### src/rtl/video_timing_gen.sv
// video_timing_gen
//   Raster timing and test-pattern source that feeds the video_uut overlay
//   stage. The defaults give 1080p60 CEA timing. The raster advances only on
//   cycles where the pixel clock enable is high.
//
//   Ports:
//     clk_i          clock
//     rst_n_i        asynchronous active-low reset
//     cen_i          pixel clock enable; every counter and output holds when low
//     pat_sel_i      0 colour bars, 1 grid, 2 moving ramp, 3 solid
//     solid_rgb_i    colour used by pattern 3
//     vid_rgb_o      {R,G,B}, 8 bits each; black while blanking
//     vh_blank_o     {Vblank, Hblank}
//     dvh_sync_o     {D_sync (data enable), Vsync, Hsync}
//     frame_start_o  one-clock pulse that comes with pixel (0,0)
//     hcount_o       pixel column, aligned with the video outputs
//     vcount_o       line number, aligned with the video outputs
//
//   Every output is registered from the current counter state, so each
//   output lags the counters by one enabled cycle.
module video_timing_gen #(
   parameter int H_ACTIVE = 1920,
   parameter int H_FP     = 88,
   parameter int H_SYNC   = 44,
   parameter int H_BP     = 148,
   parameter int V_ACTIVE = 1080,
   parameter int V_FP     = 4,
   parameter int V_SYNC   = 5,
   parameter int V_BP     = 36,
   parameter int HS_POL   = 1,
   parameter int VS_POL   = 1
) (
   input  logic        clk_i,
   input  logic        rst_n_i,
   input  logic        cen_i,
   input  logic [1:0]  pat_sel_i,
   input  logic [23:0] solid_rgb_i,
   output logic [23:0] vid_rgb_o,
   output logic [1:0]  vh_blank_o,
   output logic [2:0]  dvh_sync_o,
   output logic        frame_start_o,
   output logic [11:0] hcount_o,
   output logic [11:0] vcount_o
);

   localparam int H_TOTAL = H_ACTIVE + H_FP + H_SYNC + H_BP;
   localparam int V_TOTAL = V_ACTIVE + V_FP + V_SYNC + V_BP;
   localparam int BAR_W   = H_ACTIVE / 8;

   localparam logic [11:0] H_ACT_C  = 12'(H_ACTIVE);
   localparam logic [11:0] HS_BEG_C = 12'(H_ACTIVE + H_FP);
   localparam logic [11:0] HS_END_C = 12'(H_ACTIVE + H_FP + H_SYNC);
   localparam logic [11:0] H_LAST_C = 12'(H_TOTAL - 1);
   localparam logic [11:0] V_ACT_C  = 12'(V_ACTIVE);
   localparam logic [11:0] VS_BEG_C = 12'(V_ACTIVE + V_FP);
   localparam logic [11:0] VS_END_C = 12'(V_ACTIVE + V_FP + V_SYNC);
   localparam logic [11:0] V_LAST_C = 12'(V_TOTAL - 1);
   localparam logic [11:0] BAR_LAST = 12'(BAR_W - 1);
   localparam logic        HS_ACT   = 1'(HS_POL);
   localparam logic        VS_ACT   = 1'(VS_POL);

   if (H_TOTAL > 4095 || V_TOTAL > 4095) begin : g_size_chk
      $error("video_timing_gen: H_TOTAL/V_TOTAL must fit in 12 bits");
   end
   if (BAR_W < 1) begin : g_bar_chk
      $error("video_timing_gen: H_ACTIVE must be at least 8");
   end

   logic [11:0] h_cnt, v_cnt;
   logic [7:0]  frame_cnt;
   logic [1:0]  pat_q;
   logic [23:0] solid_q;
   // Bar index and position inside the bar follow h_cnt, so no divider is needed.
   logic [2:0]  bar_idx;
   logic [11:0] bar_px;

   logic        h_wrap, v_wrap, sof;
   logic        hblank, vblank, hs_on, vs_on, de;
   logic [1:0]  pat_eff;
   logic [23:0] solid_eff;
   logic [7:0]  ramp;
   logic [23:0] bar_rgb, rgb_nxt;

   assign h_wrap = (h_cnt == H_LAST_C);
   assign v_wrap = (v_cnt == V_LAST_C);
   assign sof    = (h_cnt == 12'd0) && (v_cnt == 12'd0);

   // Pattern inputs are taken at pixel (0,0). Pixel (0,0) already uses the
   // new selection, so a whole frame always shows the same pattern.
   assign pat_eff   = sof ? pat_sel_i   : pat_q;
   assign solid_eff = sof ? solid_rgb_i : solid_q;

   assign hblank = (h_cnt >= H_ACT_C);
   assign vblank = (v_cnt >= V_ACT_C);
   assign hs_on  = (h_cnt >= HS_BEG_C) && (h_cnt < HS_END_C);
   // v_cnt changes only when h_cnt wraps, so vsync edges fall on h_cnt = 0.
   assign vs_on  = (v_cnt >= VS_BEG_C) && (v_cnt < VS_END_C);
   assign de     = ~hblank & ~vblank;
   assign ramp   = h_cnt[7:0] + frame_cnt;

   always_comb begin
      bar_rgb = 24'h000000;
      case (bar_idx)
         3'd0: bar_rgb = 24'hFFFFFF;
         3'd1: bar_rgb = 24'hFFFF00;
         3'd2: bar_rgb = 24'h00FFFF;
         3'd3: bar_rgb = 24'h00FF00;
         3'd4: bar_rgb = 24'hFF00FF;
         3'd5: bar_rgb = 24'hFF0000;
         3'd6: bar_rgb = 24'h0000FF;
         default: bar_rgb = 24'h000000;
      endcase
   end

   always_comb begin
      rgb_nxt = 24'h000000;
      if (de) begin
         case (pat_eff)
            2'd0: rgb_nxt = bar_rgb;
            2'd1: rgb_nxt = (h_cnt[5:0] == 6'd0 || v_cnt[5:0] == 6'd0) ?
                            24'hFFFFFF : 24'h202020;
            2'd2: rgb_nxt = {ramp, ramp, ramp};
            default: rgb_nxt = solid_eff;
         endcase
      end
   end

   always_ff @(posedge clk_i or negedge rst_n_i) begin
      if (!rst_n_i) begin
         h_cnt         <= '0;
         v_cnt         <= '0;
         frame_cnt     <= '0;
         pat_q         <= '0;
         solid_q       <= '0;
         bar_idx       <= '0;
         bar_px        <= '0;
         vid_rgb_o     <= '0;
         vh_blank_o    <= 2'b11;
         dvh_sync_o    <= {1'b0, ~VS_ACT, ~HS_ACT};
         frame_start_o <= 1'b0;
         hcount_o      <= '0;
         vcount_o      <= '0;
      end else begin
         // The pulse clears on any non-enabled clock, so it lasts exactly one clock.
         frame_start_o <= cen_i & sof;
         if (cen_i) begin
            h_cnt <= h_wrap ? 12'd0 : h_cnt + 12'd1;
            if (h_wrap) begin
               v_cnt <= v_wrap ? 12'd0 : v_cnt + 12'd1;
               if (v_wrap) frame_cnt <= frame_cnt + 8'd1;
            end

            // Columns past 8*BAR_W stay in bar 7.
            if (h_wrap) begin
               bar_idx <= '0;
               bar_px  <= '0;
            end else if (bar_idx != 3'd7) begin
               if (bar_px == BAR_LAST) begin
                  bar_idx <= bar_idx + 3'd1;
                  bar_px  <= '0;
               end else begin
                  bar_px  <= bar_px + 12'd1;
               end
            end

            if (sof) begin
               pat_q   <= pat_sel_i;
               solid_q <= solid_rgb_i;
            end

            vid_rgb_o  <= rgb_nxt;
            vh_blank_o <= {vblank, hblank};
            dvh_sync_o <= {de, vs_on ? VS_ACT : ~VS_ACT, hs_on ? HS_ACT : ~HS_ACT};
            hcount_o   <= h_cnt;
            vcount_o   <= v_cnt;
         end
      end
   end

endmodule

### config.mk
export PLATFORM = sky130hd
export DESIGN_NAME = video_timing_gen
export DESIGN_NICKNAME = d
export VERILOG_FILES = /design/src/rtl/video_timing_gen.sv
export SDC_FILE = /design/constraint.sdc
export NUM_CORES = 1
export LEC_CHECK = 0
export BUFFER_PORTS_ARGS = -buffer_cell sky130_fd_sc_hd__buf_2
export CAP_MARGIN = 20
export CORE_MARGIN = 2
export CORE_UTILIZATION = 40
export CTS_CLUSTER_DIAMETER = 50
export CTS_CLUSTER_SIZE = 10
export DETAILED_ROUTE_END_ITERATION = 7
export GPL_TIMING_DRIVEN = 1
export PLACE_DENSITY_LB_ADDON = 0.05
export RECOVER_POWER = 50
export SLEW_MARGIN = 10
export SYNTH_ARGS = -nofsm -noshare
export SYNTH_HDL_FRONTEND = slang
export SYNTH_SLANG_ARGS = --single-unit
export TNS_END_PERCENT = 10
### constraint.sdc
create_clock -name clk_i -period 3.1 [get_ports clk_i]
set_input_delay 0.31 -clock clk_i [delete_from_list [all_inputs] [get_ports clk_i]]
set_output_delay 0.31 -clock clk_i [all_outputs]
set_load 0.05 [all_outputs]
## Word-level counts from Yosys, hierarchy flattened

Cells that the tools add are included.

| word-level totals | value |
|---|---|
| bits in registers | 127 |
| output and inout bits | 54 |
| logic and storage cells | 73 |

| cells by class | value |
|---|---|
| add/subtract/negate cells | 6 |
| $lt $le $gt $ge | 6 |
| equal/unequal tests | 12 |
| mux-type cells | 16 |
| bitwise logic cells | 4 |
| reduce and logical (&&, ||, !) cells | 16 |

Operators by type and width:

| operator | number |
|---|---|
| 24-bit one-hot mux with 7 select lines | 1 |
| 24-bit 2-to-1 mux | 3 |
| 24-bit one-hot mux with 3 select lines | 1 |
| 12-bit 2-to-1 mux | 5 |
| 12-bit by 11-bit greater-or-equal comparator with 1-bit output, second input constant | 4 |
| 12-bit by 1-bit adder with 12-bit output, second input constant | 3 |
| 12-bit logical NOT | 2 |
| 12-bit by 11-bit equality test with 1-bit output, second input constant | 1 |
| 12-bit equality test, second input constant | 1 |
| 12-bit by 8-bit equality test with 1-bit output, second input constant | 1 |
| 6-bit logical NOT | 2 |
| 12-bit by 11-bit less-than comparator with 1-bit output, second input constant | 1 |
| 12-bit less-than comparator, second input constant | 1 |
| 3-bit equality test, second input constant | 3 |
| 3-bit 2-to-1 mux | 3 |
| 8-bit by 1-bit adder with 8-bit output, second input constant | 1 |
| 8-bit adder | 1 |
| 3-bit by 2-bit equality test with 1-bit output, second input constant | 2 |
| 3-bit AND reduction | 2 |
| 2-bit AND reduction | 2 |
| 2-bit nonzero test | 2 |
| 3-bit by 1-bit adder with 3-bit output, second input constant | 1 |
| 3-bit by 1-bit equality test with 1-bit output, second input constant | 1 |
| 1-bit logical AND | 3 |
| 10 further kinds | 13 |

## Longest topological paths before layout

Gate-level depths: netlist of the first run.

| depth | value |
|---|---|
| depth in word-level cells | 6 |
| depth in mapped cells | 11 |
| depth with buffers taken out | 9 |

## Worst setup path after synthesis of the first run

No wires, ideal clock.

| timing path | value |
|---|---|
| path type | register -> register |
| from | register h_cnt[6] |
| to | register vid_rgb_o[15] |
| setup time | 0.126 ns |
| data arrival time | 2.977 ns |
| setup slack | -0.003 ns |
| cell stages (with the launch flop) | 9 |
| clock period less this slack | 3.103 ns |
| cells stage by stage | dfrtp_1 or4_4 or4b_4 or4_4 buf_6 buf_6 o311a_1 and2_1 a221o_1 |

| on the way | value |
|---|---|
| longest elaborated chain between the ends | 6 |
| elaborated cells between the ends (all ways) | 13 |
| classes of those cells | add/sub (1); order compare (1); eq/ne (2); mux (4); bitwise (2); reduce/logical (3) |

RTL lines:

| item | RTL line | text |
|---|---|---|
| from (decl) | 69 | `logic [11:0] h_cnt, v_cnt;` |
| from (signal assigned) | 147 | `h_cnt <= h_wrap ? 12'd0 : h_cnt + 12'd1;` |
| branches (longest 5 deep; another with 8-bit adder) | -- |  |
| 24-bit 2-to-1 mux * | 117 | `if (de) begin` |
| to (signal assigned) | 171 | `vid_rgb_o <= rgb_nxt;` |
| to (decl) | 38 | `output logic [23:0] vid_rgb_o,` |

Mark *: on every way between the ends.
A chain may end at the register's enable or synchronous reset.

## Worst setup path after layout of the first run

| timing path | value |
|---|---|
| from | register h_cnt[8] |
| to | register vid_rgb_o[16] |

| on the way | value |
|---|---|
| longest elaborated chain between the ends | 6 |
| elaborated cells between the ends (all ways) | 12 |
| classes of those cells | order compare (1); eq/ne (2); mux (4); bitwise (2); reduce/logical (3) |

RTL lines:

| item | RTL line | text |
|---|---|---|
| 12-bit logical NOT | 86 | `assign sof = (h_cnt == 12'd0) && (v_cnt == 12'd0);` |
| 1-bit logical AND | 86 |  |
| 2-bit 2-to-1 mux | -- |  |
| 2-bit equality test, or another cell as far along | 118 | `case (pat_eff)` |
| 24-bit one-hot mux with 3 select lines | 118 |  |
| 24-bit 2-to-1 mux * | 117 |  |

Every way passes the cells marked *; elsewhere a longest branch is shown, timed or not.

==> results of run 1 <==
-- power by group through the flow --
stage	registers [mW]	logic [mW]	clock network [mW]
finish	1.86	0.919	2.06
global route	1.88	0.992	2.19
CTS	1.87	0.939	2.10
detailed placement	1.89	0.932	0
global placement	1.89	0.925	0
floorplan	2.11	0.376	0
-- final cells by class --
type                       count  area (µm²)
tap                          220         275
sequential                   127        3180
timing repair buffer         122         599
clock inverter                 4        70.1
inverter                      12        45.0
clock buffer                  28         547
multi-input combinational    470        3310
fill                        1547        8380
-- cell families (layout without fill, tap and decap cells) --
family,count (synthesis),count (layout),share of synthesized area
xor gates and xnor gates,28,28,0.0369
adders and majority gates,20,20,0.0388
AOI/OAI and AO/OA,128,128,0.137
DFF,127,127,0.479
muxes,55,55,0.0927
and+or+nand+nor,237,239,0.186
buffers and inverters,46,166,0.0290
-- synthesized netlist by cell type, drive strengths merged (3+ instances only) --
cell type	number
dfrtp	125
mux2	52
nor2	51
nor3	39
o21ai	39
nand2	34
clkbuf	26
nand3	26
ha	19
a21oi	18
nand2b	17
xnor2	16
or3	15
a32o	12
and3	12
inv	12
xor2	12
buf	8
nor2b	8
nor4	8
a21o	6
a221o	6
o2bb2ai	6
o311ai	6
and2	5
nor3b	4
o21a	4
o31ai	4
or4	4
a211o	3
a211oi	3
a31oi	3
and4	3
mux2i	3
o311a	3
-- per-stage QoR --
step / instance area (µm²) / instances / power, mW / hold slack [ps] / util
4_1_cts: 8100 / 978 / 4.91 / 129 / 0.493
2_1_floorplan: 6640 / 641 / 2.49 / 14.4 / -
6_report: 8030 / 983 / 4.84 / 142 / 0.490
5_1_grt: 8030 / 983 / 5.06 / 130 / 0.490
3_5_place_dp: 7470 / 945 / 2.83 / 389 / 0.455
3_3_place_gp: 7470 / 945 / 2.81 / 382 / 0.455
-- what timing repair did --
action	4_1_cts	5_1_grt
resized for setup	0	5
endpoints found under the hold margin	46	0
setup endpoints to repair	0	11
setup buffers	0	3
hold buffers	1	0
-- registers in the layout, indices dropped and copies added (netlist names) --
register,cells
vcount_o,12
v_cnt,12
pat_q,2
solid_q,24
hcount_o,12
vh_blank_o,2
bar_px,12
frame_start_o,1
dvh_sync_o,3
h_cnt,12
bar_idx,3
frame_cnt,8
vid_rgb_o,24
-- layer usage --
layer	up-vias	wire length, µm
li1	2584	-
met1	2772	8660
met2	171	8470
met3	32	1060
met4	0	405
met5	-	0
-- path summary, 6_finish.rpt --
path	cells past startpoint	start	slack [ps]	to
setup / recovery	7	h_cnt[8]	60	vid_rgb_o[16]
hold / removal	2	solid_rgb_i[10]	140	solid_q[10]
setup reg to reg	7	h_cnt[8]	60	vid_rgb_o[16]
hold reg to reg	1	vid_rgb_o[2]	480	vid_rgb_o[2]
max in group asynchronous	3	rst_n_i	850	vcount_o[9]
min in group asynchronous	2	rst_n_i	720	solid_q[20]
-- worst max-delay path, stage by stage, from the launching register on --
cell      delay [ps]
dfrtp_1          370
or4_4            540
or4b_4           560
or4_4            640
mux2_4           360
a21oi_4          140
nand2b_1          70
a32o_1           250
==> impl_metrics.py, run 1 <==
metrics = {
    "global_route": {
        "antenna_found_initial": 0,
        "grt_pass1_vias": 5688,
        "grt_busiest_layer": "met2",
        "grt_max_degree": 52,
        "grt_pass1_wl_um": 29500,
        "met1_usage": 0.287,
        "track_usage": 0.214,
        "grtUsageMet2": 0.332,
        "use_met3": 0.0559,
        "grt-ovfl-total": 0,
    },
    "floorplan": {
        "rows": 47,
        "io-pin-count": 83,
        "die_h_um": 133,
        "core-area_mm2": 0.0164,
        "dieArea_mm2": 0.0176,
        "initial_core_util": 0.405,
        "dieWidth_um": 133,
    },
    "yosys": {
        "seq_area_frac_synth": 0.479,
        "synth_edf_count": 0,
        "synthArstFlopShare": 1.00,
        "syn_avg_cell_area_um2": 10.4,
        "yosys_most_used_dff": "dfrtp_1",
        "netlist_area_mm2": 0.00664,
        "synthCells": 641,
        "yosysWarnings": 0,
        "ys_top_cells_by_area": "dfrtp_1 (47%), mux2_2 (8.8%), ha_1 (3.6%)",
        "yosysTopAreaCell": "dfrtp_1",
        "ys_seq_elements": 127,
        "synth_cell_type_count": 59,
        "synth.top_cell.area_share": 0.471,
        "syn_nets": 690,
    },
    "power_and_ir_drop": {
        "seqPwrFrac": 0.385,
        "max-vdd-ir-drop_v": 0.000387,
        "power_frac_comb": 0.190,
        "power.leakage_nw": 3.61,
        "switching_share": 0.296,
        "cell_internal_pwr_mw": 3.41,
        "p_switching_mw": 1.43,
        "p_clk_frac": 0.425,
        "power_density_mw_per_mm2": 603,
    },
    "clock_tree": {
        "clock-sinks": 127,
        "htree_levels": 4,
        "clk_latency_ps": 420,
        "cts_tree": "yes",
        "cts-buffers-inserted": 17,
        "root_buffer": "clkbuf_16",
        "cts_buffer_depth": 2,
        "clkTransAtPathRegs_ps": 50,
    },
    "worst_setup_path": {
        "endpoint_kind": "flip-flop",
        "crit_arrival_ps": 3350,
        "crit_path_start_kind": "flip-flop",
        "cp.required_ps": 3400,
        "worstSetupPathType": "flip-flop to flip-flop",
        "critPathMaxFanout": 6,
    },
    "timing": {
        "finalHoldViolCount": 0,
        "period_needed_ps": 3040,
        "fin_setup_tns_ps": 0,
        "slew_violations": 0,
        "period_share": 0.982,
        "fin_ws_ps": 57.2,
        "worst_pin_slew_ps": 1360,
        "setup_viol": 0,
        "skew_ps": 7.95,
        "relSlewSlack": 0.0927,
        "max_freq_mhz": 329,
    },
    "detailed_routing": {
        "via_per_inst": 5.66,
        "routed_wl_um": 18600,
        "ant_nets": 0,
        "route.detailed.drc": 0,
        "vias": 5559,
        "dr.first_iter.drc_count": 340,
        "dr.pass1.iters": 5,
        "wl_per_cell_um": 18.9,
    },
    "final_layout": {
        "area_growth_pct": 21.0,
        "layout_common_cells": "dfrtp_1 (125), clkbuf_1 (72), nor2_1 (51), mux2_2 (51)",
        "fin_nets": 799,
        "drive_gt1_frac": 0.197,
        "layout_commonest_cell": "dfrtp_1",
        "num_antenna_cells": 0,
    },
    "place": {
        "io_buffer_count": 82,
        "place_ws_ps": 16.8,
        "hpwlAfterDp_um": 12800,
        "gp_congestion": 0.916,
    },
    "outcome": {
        "status": "completed",
    },
    "job": {
        "cap_viol_max_count": 0,
    },
    "hold_path": {
        "hold_class": "primary input to flip-flop",
    },
}
No activity file was read; power rests on OpenSTA's default activity.
==> run 2, diff against run 1 <==
- CELL_PAD_IN_SITES_DETAIL_PLACEMENT: not set -> 1
- CELL_PAD_IN_SITES_GLOBAL_PLACEMENT: not set -> 1
- GPL_ROUTABILITY_DRIVEN: not set -> 1
- clock period: 3.1 -> 2.85 ns (I/O delays scaled with it)
==> run 2 against run 1 <==
The run now ends with max-capacitance violations, max-slew violations, negative setup slack left. Register-to-register slack lost 230 ps. Core utilization grew 2.3 points. Highest routed layer unchanged. Clock power grew 9%. Global-route usage grew 2.6 points. Largest cell class unchanged. Power grew 12%. Critical path depth is the same. Clock-buffer cell count shrank 5. Maximum frequency grew 0.64%.
==> impl_metrics.py, run 2 (synthesis results as in run 1) <==
metrics = {
    "outcome": {
        "status": "finished, violations left",
        "violations": "max-capacitance violations, max-slew violations, negative setup slack",
    },
    "detailed_routing": {
        "via_per_inst": 5.60,
        "vias": 5630,
        "wl_per_cell_um": 20.3,
        "ant_nets": 0,
        "dr.first_iter.drc_count": 286,
        "route.detailed.drc": 0,
        "routed_wl_um": 20400,
        "dr.pass1.iters": 4,
    },
    "place": {
        "dp.cells": 969,
        "gp_congestion": 0.808,
        "hpwlAfterDp_um": 14600,
        "io_buffer_count": 82,
    },
    "floorplan": {
        "initial_core_util": 0.405,
        "rows": 47,
        "io-pin-count": 83,
        "dieArea_mm2": 0.0176,
        "die_h_um": 133,
        "core-area_mm2": 0.0164,
        "dieWidth_um": 133,
    },
    "timing": {
        "setup_viol": 22,
        "relSlewSlack": -0.0745,
        "period_share": 1.06,
        "max_freq_mhz": 331,
        "rsz0062_at_grt": "yes",
        "skew_ps": 10.5,
        "fin_ws_ps": -174,
        "slew_violations": 33,
        "finalHoldViolCount": 0,
        "worst_pin_slew_ps": 1610,
        "period_needed_ps": 3020,
    },
    "global_route": {
        "grt_max_degree": 48,
        "grt-ovfl-total": 0,
        "antenna_found_initial": 0,
        "grt_pass1_vias": 5953,
        "track_usage": 0.240,
        "grt_pass1_wl_um": 33100,
    },
    "final_layout": {
        "drive_gt1_frac": 0.326,
        "num_antenna_cells": 0,
        "final_cells": 1005,
        "top_regs": "solid_q x24, vid_rgb_o x24",
        "regArea_mm2": 0.00318,
        "nFillCells": 1834,
        "fin_nets": 824,
        "final_util": 0.513,
        "multi_input_area_mm2": 0.00341,
        "layout_common_cells": "dfrtp_1 (125), buf_2 (80), buf_4 (56)",
        "layout_commonest_cell": "dfrtp_1",
        "area_growth_pct": 26.8,
    },
    "hold_path": {
        "whs_path_depth": 2,
        "hold_class": "primary input to flip-flop",
    },
    "clock_tree": {
        "clkTransAtPathRegs_ps": 60,
        "cts-buffers-inserted": 17,
        "clock-sinks": 127,
        "root_buffer": "clkbuf_16",
        "clk_latency_ps": 430,
        "htree_levels": 4,
        "cts_buffer_depth": 2,
        "cts_tree": "yes",
    },
    "job": {
        "cap_viol_max_count": 1,
    },
    "power_and_ir_drop": {
        "finalPower_mw": 5.40,
        "power_density_mw_per_mm2": 642,
        "max-vdd-ir-drop_v": 0.000520,
        "power.leakage_nw": 3.95,
    },
    "worst_setup_path": {
        "crit_path_start_kind": "flip-flop",
        "cp.required_ps": 3160,
        "worstSetupPathType": "flip-flop to flip-flop",
        "endpoint_kind": "flip-flop",
        "reg2reg_depth": 7,
        "critPathMaxFanout": 7,
        "crit_arrival_ps": 3340,
    },
}
-- run 2: changes by cell type in the layout (fill, tap and decap cells not counted), moves of 4 or more --
cell / delta
a21oi_1: -5
a21oi_2: +6
buf_2: +53
buf_4: +34
clkbuf_1: -65
clkbuf_8: -4
nor4_1: -4
o311ai_0: -4
o311ai_1: +4
-- run 2: path summary, 6_finish.rpt --
path / start / to / slack, ps
worst max-delay path: h_cnt[10] / vid_rgb_o[23] / -170
worst min-delay path: solid_rgb_i[8] / solid_q[8] / 110
worst max register to register: h_cnt[10] / vid_rgb_o[23] / -170
worst min register to register: vid_rgb_o[6] / vid_rgb_o[6] / 480
max in group asynchronous: rst_n_i / vid_rgb_o[5] / 380
min in group asynchronous: rst_n_i / solid_q[2] / 660
-- run 2: final cells by class --
| cell class | count | share of cell area |
|---|---|---|
| Timing Repair Buffer | 148 | 0.108 |
| Clock inverter | 6 | 0.0128 |
| Tap cell | 220 | 0.0327 |
| Clock buffer | 23 | 0.0580 |
| Sequential cell | 127 | 0.378 |
| Inverter | 12 | 0.00535 |
| Multi-Input combinational cell | 469 | 0.406 |
-- run 2: timing repair --
item,in CTS,in global routing
gates cloned,1,1
endpoints found under the setup margin,24,51
pin swaps,3,3
buffers inserted,0,3
endpoints found under the hold margin,41,0
resized for setup,18,16
hold buffers,1,0
-- run 2: worst max-delay path, cell delays in order, from the launching register on --
cell     delay [ps]
dfrtp_1         380
or4_4           540
or4b_4          580
buf_6           140
or4_4           490
o311a_1         370
and2_1          160
a221o_1         250
-- run 2: metrics by stage --
step / hold slack, ps / TNS, ps / setup slack, ps / area, µm²
global placement: 342 / -1200 / -113 / 7670
floorplan: -10.6 / -2640 / -142 / 6650
CTS: 88.8 / -2060 / -165 / 8350
detailed placement: 348 / -2610 / -201 / 7670
finish: 106 / -2460 / -174 / 8420
global route: 94.0 / -5730 / -237 / 8420
-- run 2: report_power, final --
part | switching [mW] | total [mW] | internal [mW]
clock | 0.791 | 2.24 | 1.45
sequential | 0.103 | 2.04 | 1.94
combinational | 0.736 | 1.12 | 0.383
total | 1.63 | 5.40 | 3.77
-- run 2: per-layer routing --
layer	up-vias	track usage	part of all wire	wire, µm
met5	-	0	0	0
met4	0	0.0568	0.011	231
met3	16	0.0479	0.038	774
met2	109	0.388	0.48	9790
met1	2882	0.334	0.47	9600
li1	2623	-	-	-
